File: config.mk
export PLATFORM = sky130hd
export DESIGN_NAME = act_unit_pipe
export DESIGN_NICKNAME = d
export VERILOG_FILES = /design/src/rtl/act_unit_pipe_pkg.sv /design/src/rtl/act_unit_pipe_lane.sv /design/src/rtl/act_unit_pipe.sv
export SDC_FILE = /design/constraint.sdc
export NUM_CORES = 1
export LEC_CHECK = 0
export ABC_AREA = 1
export CORE_ASPECT_RATIO = 1.1
export CORE_MARGIN = 2
export CORE_UTILIZATION = 51
export DETAILED_ROUTE_END_ITERATION = 8
export PLACE_DENSITY_LB_ADDON = 0.05
export SYNTH_ARGS = -nofsm -noshare
export SYNTH_HDL_FRONTEND = slang
export SYNTH_HIERARCHICAL = 1
export SYNTH_SLANG_ARGS = --single-unit
File: constraint.sdc
create_clock -name clk -period 2.66 [get_ports clk]
set_input_delay 0.532 -clock clk [delete_from_list [all_inputs] [get_ports clk]]
set_output_delay 0.532 -clock clk [all_outputs]
set_load 0.005 [all_outputs]
File: src/rtl/act_unit_pipe_pkg.sv
// act_pkg: shared types and defaults for the act_unit_pipe activation stage.
// Optional build macro handled by the top: ACT_UNIT_SPARSITY_EN.
package act_pkg;

  // Activation function select, carried with each beat.
  typedef enum logic [1:0] {
    ACT_PASS  = 2'd0,
    ACT_RELU  = 2'd1,
    ACT_LEAKY = 2'd2,
    ACT_CLIP  = 2'd3
  } act_mode_e;

  localparam int ACT_DATA_W_DEF     = 17;
  localparam int ACT_LANES_DEF      = 4;
  localparam int ACT_LEAK_SHIFT_DEF = 3;

  // Width needed to count 0..lanes zero lanes in one beat.
  function automatic int zcnt_w(input int lanes);
    return $clog2(lanes + 1);
  endfunction

endpackage

File: src/rtl/act_unit_pipe_lane.sv
// act_lane: purely combinational single-lane activation function.
// Output always fits in DATA_W; leaky shift rounds toward -inf.
module act_lane
  import act_pkg::*;
#(
  parameter int DATA_W     = ACT_DATA_W_DEF,
  parameter int LEAK_SHIFT = ACT_LEAK_SHIFT_DEF
) (
  input  act_mode_e                 mode,
  input  logic [DATA_W-2:0]         clip_val,
  input  logic signed [DATA_W-1:0]  x,
  output logic signed [DATA_W-1:0]  y
);

  logic signed [DATA_W-1:0] clip_ext;
  logic                     x_neg;
  logic                     x_pos;

  // The ceiling is unsigned, so a zero MSB keeps it non-negative in signed compares.
  assign clip_ext = signed'({1'b0, clip_val});
  assign x_neg    = x[DATA_W-1];
  assign x_pos    = !x_neg && (x != '0);

  // Select the activation result for this lane.
  always_comb begin
    // NOTE: y gets a default first so no path through the case can infer a latch.
    y = x;
    case (mode)
      ACT_PASS:  y = x;
      ACT_RELU:  y = x_pos ? x : '0;
      ACT_LEAKY: y = x_neg ? (x >>> LEAK_SHIFT) : x;
      ACT_CLIP: begin
        if (!x_pos)             y = '0;
        else if (x > clip_ext)  y = clip_ext;
        else                    y = x;
      end
    endcase
  end

endmodule

File: src/rtl/act_unit_pipe.sv
// act_unit_pipe: 2-stage multi-lane activation pipeline with valid/accept
// handshakes and full-throughput backpressure.
// Optional feature macro: ACT_UNIT_SPARSITY_EN adds per-beat zero counting
// (zero_cnt), a saturating running total (zero_total) and its clear (clr_stats).
module act_unit_pipe
  import act_pkg::*;
#(
  parameter int DATA_W     = ACT_DATA_W_DEF,
  parameter int LANES      = ACT_LANES_DEF,
  parameter int LEAK_SHIFT = ACT_LEAK_SHIFT_DEF
) (
  input  logic                      clk,
  input  logic                      rst,
  input  logic [LANES*DATA_W-1:0]   in_data,
  input  logic                      ready_in,
  output logic                      in_ack,
  input  logic [1:0]                mode,
  input  logic [DATA_W-2:0]         clip_val,
  output logic [LANES*DATA_W-1:0]   out_data,
  output logic                      ready_out,
  input  logic                      out_ack
`ifdef ACT_UNIT_SPARSITY_EN
  ,
  output logic [zcnt_w(LANES)-1:0]  zero_cnt,
  output logic [31:0]               zero_total,
  input  logic                      clr_stats
`endif
);

  localparam int W = LANES * DATA_W;

  // Stage 1: captured beat and its side-band controls.
  logic              s1_v;
  logic [W-1:0]      s1_data;
  act_mode_e         s1_mode;
  logic [DATA_W-2:0] s1_clip;

  // Stage 2 valid; its payload is out_data itself.
  logic              s2_v;

  logic              s1_adv;
  logic              s2_adv;
  logic [W-1:0]      act_res;

  // A stage may load when it is empty or its content leaves this cycle.
  assign s2_adv    = !s2_v || out_ack;
  assign s1_adv    = !s1_v || s2_adv;
  assign in_ack    = s1_adv;
  assign ready_out = s2_v;

  // One combinational lane function per lane, all fed from stage 1.
  for (genvar g = 0; g < LANES; g++) begin : g_lane
    act_lane #(
      .DATA_W     (DATA_W),
      .LEAK_SHIFT (LEAK_SHIFT)
    ) u_lane (
      .mode     (s1_mode),
      .clip_val (s1_clip),
      .x        (s1_data[g*DATA_W +: DATA_W]),
      .y        (act_res[g*DATA_W +: DATA_W])
    );
  end

  // Stage 1 occupancy: refilled from the input whenever the stage may advance.
  always_ff @(posedge clk) begin
    // NOTE: state registers use non-blocking assignment so every flop samples pre-edge values.
    if (rst)         s1_v <= 1'b0;
    else if (s1_adv) s1_v <= ready_in;
  end

  // Stage 1 payload: loaded only with a real beat, held otherwise.
  always_ff @(posedge clk) begin
    // NOTE: payload is left out of reset; s1_v alone says whether it means anything.
    if (s1_adv && ready_in) begin
      s1_data <= in_data;
      s1_mode <= act_mode_e'(mode);
      s1_clip <= clip_val;
    end
  end

  // Stage 2: register activation results; bubbles move the valid bit only.
  always_ff @(posedge clk) begin
    if (rst) begin
      s2_v     <= 1'b0;
      out_data <= '0;
    end else if (s2_adv) begin
      s2_v <= s1_v;
      if (s1_v) out_data <= act_res;
    end
  end

`ifdef ACT_UNIT_SPARSITY_EN
  localparam int ZW = zcnt_w(LANES);

  logic [ZW-1:0] zc_next;
  logic [32:0]   total_sum;

  // Count zero lanes in the result about to enter stage 2.
  always_comb begin
    zc_next = '0;
    for (int i = 0; i < LANES; i++) begin
      if (act_res[i*DATA_W +: DATA_W] == '0) zc_next = zc_next + ZW'(1);
    end
  end

  // Per-beat zero count travels alongside out_data.
  always_ff @(posedge clk) begin
    if (rst)                   zero_cnt <= '0;
    else if (s2_adv && s1_v)   zero_cnt <= zc_next;
  end

  // One spare bit catches the carry so the total can saturate.
  assign total_sum = {1'b0, zero_total} + 33'(zero_cnt);

  // Running zero total: reset beats clear, clear beats a transfer.
  always_ff @(posedge clk) begin
    if (rst)                         zero_total <= '0;
    else if (clr_stats)              zero_total <= '0;
    else if (ready_out && out_ack)   zero_total <= total_sum[32] ? 32'hFFFF_FFFF
                                                                 : total_sum[31:0];
  end
`endif

endmodule

==> run metrics, run 1 <==
status=finished clean; Clock Skew=0.0119 ns; RR Startpoint=s1_clip[15]; Worst Setup Start Kind=flop; WP data required=3.03 ns; clock net sink count=between 150 and 200; layout cell share with drive strength beyond 1=between 15 and 20%; setup violators final=0; drt total wl=35900 um; total grt overflow=0; Peak VDD IR=a little under 0.4 mV; crit end category=flop; CP dominant cell by count=buf_4; Layout Nets=~2100; Worst path max stage delay=0.47 ns; Post-synth ARST share=0%; EDFF count, synth=86; RePlAce Congestion=0.967; Max clock buf depth=2; cts bufs inserted=17; syn avg cell area=7.12 um2; switching part of the total power=31.6%; fin. max-slew vios=0; placed cells=between 2000 and 2500; Reg power frac=39.5%; clock share of power=34.3%; Clock Tree Root=clkbuf_16; count leader, synth=nand2_1; crit path cell chain=buf_4 -> inv_1 -> ha_1 -> buf_4 -> nand2_2 -> nor2_1 -> nand2_1 -> nand2_1 -> nor2_4 -> buf_4 -> nand2_2 -> buf_4 -> nand3_2 -> nand3_2 -> a21oi_2 -> inv_1 -> nand3_1 -> nand2_1 -> nor2_1; Post-Syn Area=11800 um2; worst rel slew slack=a little under 60%; max-cap violations=0; Total Routing Usage GR=28.9%; TritonCTS clock tree=done; Rows=58; Critical Path AT=just under 3 ns; first-pass detailed-route iteration total=5; Die H=164 um; H-tree depth=4; Reg clk slew, reported paths=0.07 ns; Post-synth top flop=edfxtp_1; Tcrit/Tclk final=95.6%; Yosys cell types=31; Post-DP Area=14500 um2; Synth warnings=6; Commonest cells post-synth=nand2_1 (365), inv_1 (232), nor2_1 (218); largest net degree at the start of global routing=138; antenna-violating nets left=0; core footprint=22900 um2; crit path kind=reg2reg; cell area after layout=15400 um2; Min Clock Period, post-route=2.54 ns; placed wire-length estimate=26400 um; Layout Cells excl Fill=2254; sequential area share after synthesis=between 30% and 40%; via count of the first global-routing pass=11038; synthesized flop and latch total=156; final hold violations=0; Area contributors post-synth=edfxtp_1 (22%), dfxtp_1 (12%), nand2_1 (12%), inv_1 (7.3%), nor2_1 (6.9%); # port buffers=approximately 160; CP Max Fanout=4; CP startpoint=s1_clip[15]; P&R area growth vs syn=29.9%; Initial Util=51.8%; Slowest-stage cell, CP=edfxtp_1; first-pass GRT wire length=55800 um; ANT cells=0; hold buffers post-CTS=0; f_max=slightly below 400 MHz; unrepaired setup endpoints after global routing=true; total die area=roughly 24000 um2; Post-Syn Instances=around 1700; drt wl/cell=about 16 um; Vias per Instance=5.32; combinational power share=26.2%; Switch Pwr=2280 uW; final core utilization=a little under 70%; setup slack, reg-to-reg=0.12 ns; Iter 0 DRT Violations=1021; worst reg2reg path depth=19; Ports=160; Mapped Nets=1817; Pleak=between 0.007 and 0.008 uW; Critical Path Sink=out_data[59]; Slew @ Worst Pin=0.617 ns; total power=7240 uW; Pint=4950 uW; Worst R2R End=out_data[59]; pwr/cell area=470 nW/um2; clk_lat worst skew=0.44 ns; via count=11999; initial antenna violation count=2; hold crit path type=reg2reg; Residual DRC=0; Synth top area share=a little over a fifth; dominant cell type by area after synthesis=edfxtp_1; Fillers=2008; Die X=about 150 um
## per-stage QoR
stage                     hold WS [ns]  setup TNS [ns]  setup WS, ns
after global routing             0.501         -0.0308       -0.0182
final                            0.479               0         0.117
after detailed placement         0.467           -5.23        -0.275
after floorplan                  0.475               0         0.184
after global placement           0.460           -2.80        -0.216
after CTS                        0.484               0       0.00152
## power groups by stage
stage	logic [uW]	clock network, uW	registers (uW)
2_1_floorplan	1090	0	2880
3_3_place_gp	1790	0	2900
3_5_place_dp	1820	0	2910
4_1_cts	1830	2520	2860
5_1_grt	2110	2620	2870
6_report	1900	2480	2860
## worst min-delay path by stage
stage,from,to,depth (start not counted)
3_3_place_gp,out_data[14],out_data[14],2
2_1_floorplan,out_data[0],out_data[0],2
3_5_place_dp,out_data[22],out_data[22],2
4_1_cts,out_data[22],out_data[22],2
6_report,out_data[64],out_data[64],2
5_1_grt,out_data[60],out_data[60],2
## critical path, delay by kind of cell, from the launching register on
kind            cells  cell delay (ns)
flops               1             0.47
fa+ha+maj           1             0.26
simple gates       11             0.85
compound gates      1             0.15
buf+inv             6             0.74
## flip-flops by register name (all words and copies together), names as in the netlist
name       cells
s1_data       68
ready_out      1
s1_mode        2
out_data      68
s1_clip       16
s1_v           1
## cells by family (layout without fill, tap and decap cells)
family,Yosys count,count (layout),synth area share (%)
buffers and inverters,324,614,12.5
AO/OA/AOI/OAI,210,210,10.2
flip-flops,156,156,33.6
adder cells (fa/ha/maj),64,64,6.76
AND/OR/NAND/NOR,909,910,36.9
## per-layer routing
metal	global-route usage (%)	wire length, um	vias to the layer above
met5	0	23	-
met4	7.53	689	4
met3	4.64	2760	64
met2	49.2	17100	470
met1	38.3	15300	5513
li1	-	-	5948
## placed cells by master (no fill, tap or decap), types with 8 or more instances in the layout
master             n
nand4_1           12
dfxtp_1           69
nand2_1          364
a21oi_1          157
edfxtp_1          86
nor2_4            10
nor4_1             8
inv_1            231
clkbuf_16         17
buf_4            171
nor2_1           216
nor2_2            12
nand3_1          129
ha_1              64
clkdlybuf4s50_1  159
nand3_2           80
o21ai_0            8
buf_12             9
nor3_1            52
a21oi_2           41
## final cells by class
cell class | instances | area, um2 | area share (%)
clock buffer | 19 | 453 | 2.94
clock inverter | 13 | 134 | 0.870
inverter | 243 | 931 | 6.05
multi-input combinational | 1184 | 6450 | 41.9
sequential | 156 | 3990 | 25.9
tap | 300 | 375 | 2.44
timing repair buffer | 339 | 3060 | 19.9
## timing repair
item,4_1_cts,5_1_grt
setup buffers,0,25
pin swaps,0,6
gates resized for setup,3,8
endpoints found under the setup margin,48,39
gates cloned,0,1
No activity file was read; power rests on OpenSTA's default activity.
==> inputs of run 2 (changes only) <==
- ABC_AREA: 1 -> default
- CORE_UTILIZATION: 51 -> 50
==> run 2 against run 1 <==
  * The flow now finishes with violations (negative setup slack)
  * Maximum frequency is 9.6% lower
  * Die area is 10% lower
  * Worst setup slack worse by 0.27 ns
  * Clock power hardly changed
  * Power is 1.4% lower
  * Sequential power hardly changed
  * Hold slack worse by 0.012 ns
  * Via count is 18% lower
  * Area after synthesis is 12% lower
  * Sequential share of layout area is 1.1 points higher
  * Core utilization is 4.5 points higher
  * Critical path type unchanged
  * Largest cell class unchanged
==> run metrics, run 2 <==
status=finished, violations left; failing checks=negative setup slack; Reg clk slew, reported paths=0.06 ns (about the same); drt wl/cell=20.0 um (+26%); hold_ws=0.467 ns (-0.0120 ns); Final WS setup=-0.152 ns (-0.270 ns); core footprint=20500 um2 (-10%); max-cap violations=0 (unchanged); CP Max Fanout=5 (+1); ANT cells=0 (unchanged); cts bufs inserted=17 (unchanged); synthesized flop and latch total=156 (unchanged); crit path kind=reg2reg; dominant cell type by area after synthesis=edfxtp_1; unrepaired setup endpoints after global routing=true; Setup TNS=-1.81 ns (-1.81 ns); EDFF count, synth=86 (unchanged); Slew @ Worst Pin=1.07 ns (+0.448 ns); Iter 0 DRT Violations=950 (-7.0%); hold buffers post-CTS=0 (unchanged); Worst Setup Start Kind=flop; Mapped Nets=1221 (-33%); count leader, synth=nand2b_1; Total Routing Usage GR=28.4% (-0.57 points); clk_lat worst skew=0.44 ns (about the same); Fillers=1469 (-27%); f_max=356 MHz (-9.6%); setup violators final=27 (+27); drt total wl=32600 um (-9.1%); Clock Tree Root=clkbuf_16; Worst path max stage delay=0.42 ns (-0.05 ns); Slowest-stage cell, CP=edfxtp_1; Vias per Instance=6.01 (+13%); Post-synth top flop=edfxtp_1; via count=9781 (-18%); placed wire-length estimate=22400 um (-15%); hold crit path type=reg2reg; Synth warnings=6 (unchanged); # port buffers=159 (unchanged); Initial Util=50.7% (-1.1 points); P&R area growth vs syn=41.6%; Rows=55 (-5.2%); via count of the first global-routing pass=8904 (-19%); commonest cells after routing, fill and taps aside=clkdlybuf4s50_1 (158), buf_4 (153), nand2b_1 (142); largest net degree at the start of global routing=61 (-56%); Post-synth ARST share=0% (unchanged); Clock Skew=0.0113 ns (-0.000596 ns); layout cell share with drive strength beyond 1=23.9% (+4.3 points); Commonest cells post-synth=nand2b_1 (142), a21oi_1 (96), mux2i_1 (96); hold-critical path depth=2 (unchanged); Min Clock Period, post-route=2.81 ns (+0.270 ns); crit path cell chain=buf_4 -> buf_4 -> inv_1 -> ha_1 -> nand4_1 -> nor4_4 -> o21a_1 -> o41ai_4 -> buf_6 -> buf_4 -> a21oi_1 -> a2bb2oi_1 -> nand2b_1 -> mux2i_1; Tcrit/Tclk final=106% (+10 points); first-pass GRT wire length=48800 um (-13%); worst rel slew slack=28.8% (-30 points); Post-Syn Instances=1067 (-36%); antenna-violating nets left=0 (unchanged); H-tree depth=4 (unchanged); Pleak=0.00581 uW (-18%); total power=7140 uW (-1.4%); Ports=160 (unchanged); total die area=22000 um2 (-10%); RePlAce Congestion=0.934 (-3.5%); Residual DRC=0 (unchanged); largest registers=out_data: 68 flops, s1_data: 68 flops, s1_clip: 16 flops; CP dominant cell by count=buf_4; Synth top area share=24.8% (+3.0 points); first-pass detailed-route iteration total=5 (unchanged); Max clock buf depth=2 (unchanged); fin. max-slew vios=0 (unchanged); sequential area share after synthesis=38.3% (+4.7 points); Peak VDD IR=0.457 mV (+18%); crit end category=flop; WP data required=3.02 ns (about the same); Yosys cell types=49 (+58%); Area contributors post-synth=edfxtp_1 (25%), dfxtp_1 (13%), mux2i_1 (9.2%), nand2b_1 (8.5%), ha_1 (7.7%); clock net sink count=156 (unchanged); Layout Cells excl Fill=1627 (-28%); Post-Syn Area=10400 um2 (-12%); placed cells=1568 (-29%); Die H=155 um (-5.2%); commonest non-fill, non-tap cell in the layout=clkdlybuf4s50_1; worst reg2reg path depth=14 (-5); Layout Nets=1512 (-28%); initial antenna violation count=0 (-2); total grt overflow=0 (unchanged); syn avg cell area=9.75 um2 (+37%); Die X=142 um (-5.2%); final hold violations=0 (unchanged); pwr/cell area=484 nW/um2 (+3.0%); Critical Path AT=3.17 ns (+0.26 ns); TritonCTS clock tree=done
==> run 2: layout make-up <==
type,count,area [um2],area share [%]
clock buffers,19,443,3.01
well taps,256,320,2.17
repair buffers,343,3190,21.6
inverters,71,272,1.84
clock inverters,13,139,0.943
flip-flops and latches,156,3980,27.0
multi-input cells,769,6390,43.4
==> run 2: cells by family after synthesis <==
group | count (synthesis) | synth area share [%]
multiplexers | 96 | 9.24
AO/OA/AOI/OAI | 292 | 20.6
buffers and inverters | 142 | 6.56
flip-flops | 156 | 38.3
AND/OR/NAND/NOR | 317 | 17.6
adder cells (fa/ha/maj) | 64 | 7.70
==> run 2: critical path, delay by kind of cell (launching register included) <==
family,cells,cell delay (ns)
buffers and inverters,5,0.62
AO/OA/AOI/OAI,4,0.68
flip-flops,1,0.42
AND/OR/NAND/NOR,3,0.60
adder cells (fa/ha/maj),1,0.28
multiplexers,1,0.14
==> run 2: metal layers <==
layer	GRT usage (%)	share of wire, %	up-vias
met3	5.26	6.4	103
li1	-	-	4537
met4	9.52	3.6	0
met2	45.2	47	454
met5	0	0	-
met1	39.0	43	4687
==> run 2: worst paths after layout <==
| check | startpoint | endpoint | slack, ns |
|---|---|---|---|
| setup / recovery | s1_clip[11] | out_data[38] | -0.15 |
| hold / removal | out_data[19] | out_data[19] | 0.47 |
| setup reg to reg | s1_clip[11] | out_data[38] | -0.15 |
| hold reg to reg | out_data[19] | out_data[19] | 0.47 |
==> run 2: what timing repair did <==
item,in CTS,in global routing
endpoints found under the setup margin,49,64
buffers inserted,7,19
gates resized for setup,15,110
pin swaps,7,45
cloned,1,1
==> run 2: per-stage QoR <==
stage               setup slack [ns]  instance area [um2]  utilization [%]
detailed placement           -0.0921                13200             64.6
finish                        -0.152                14700             71.8
floorplan                      0.226                10400                -
global placement             -0.0903                13200             64.6
CTS                         -0.00592                13900             68.0
global route                  -0.248                14700             71.8
==> run 2: report_power, final <==
part           internal, uW  switching (uW)  leakage, uW  total (uW)
logic                   959             869      0.00412        1830
clock network          1410            1070     0.000276        2480
registers              2690             133      0.00141        2830
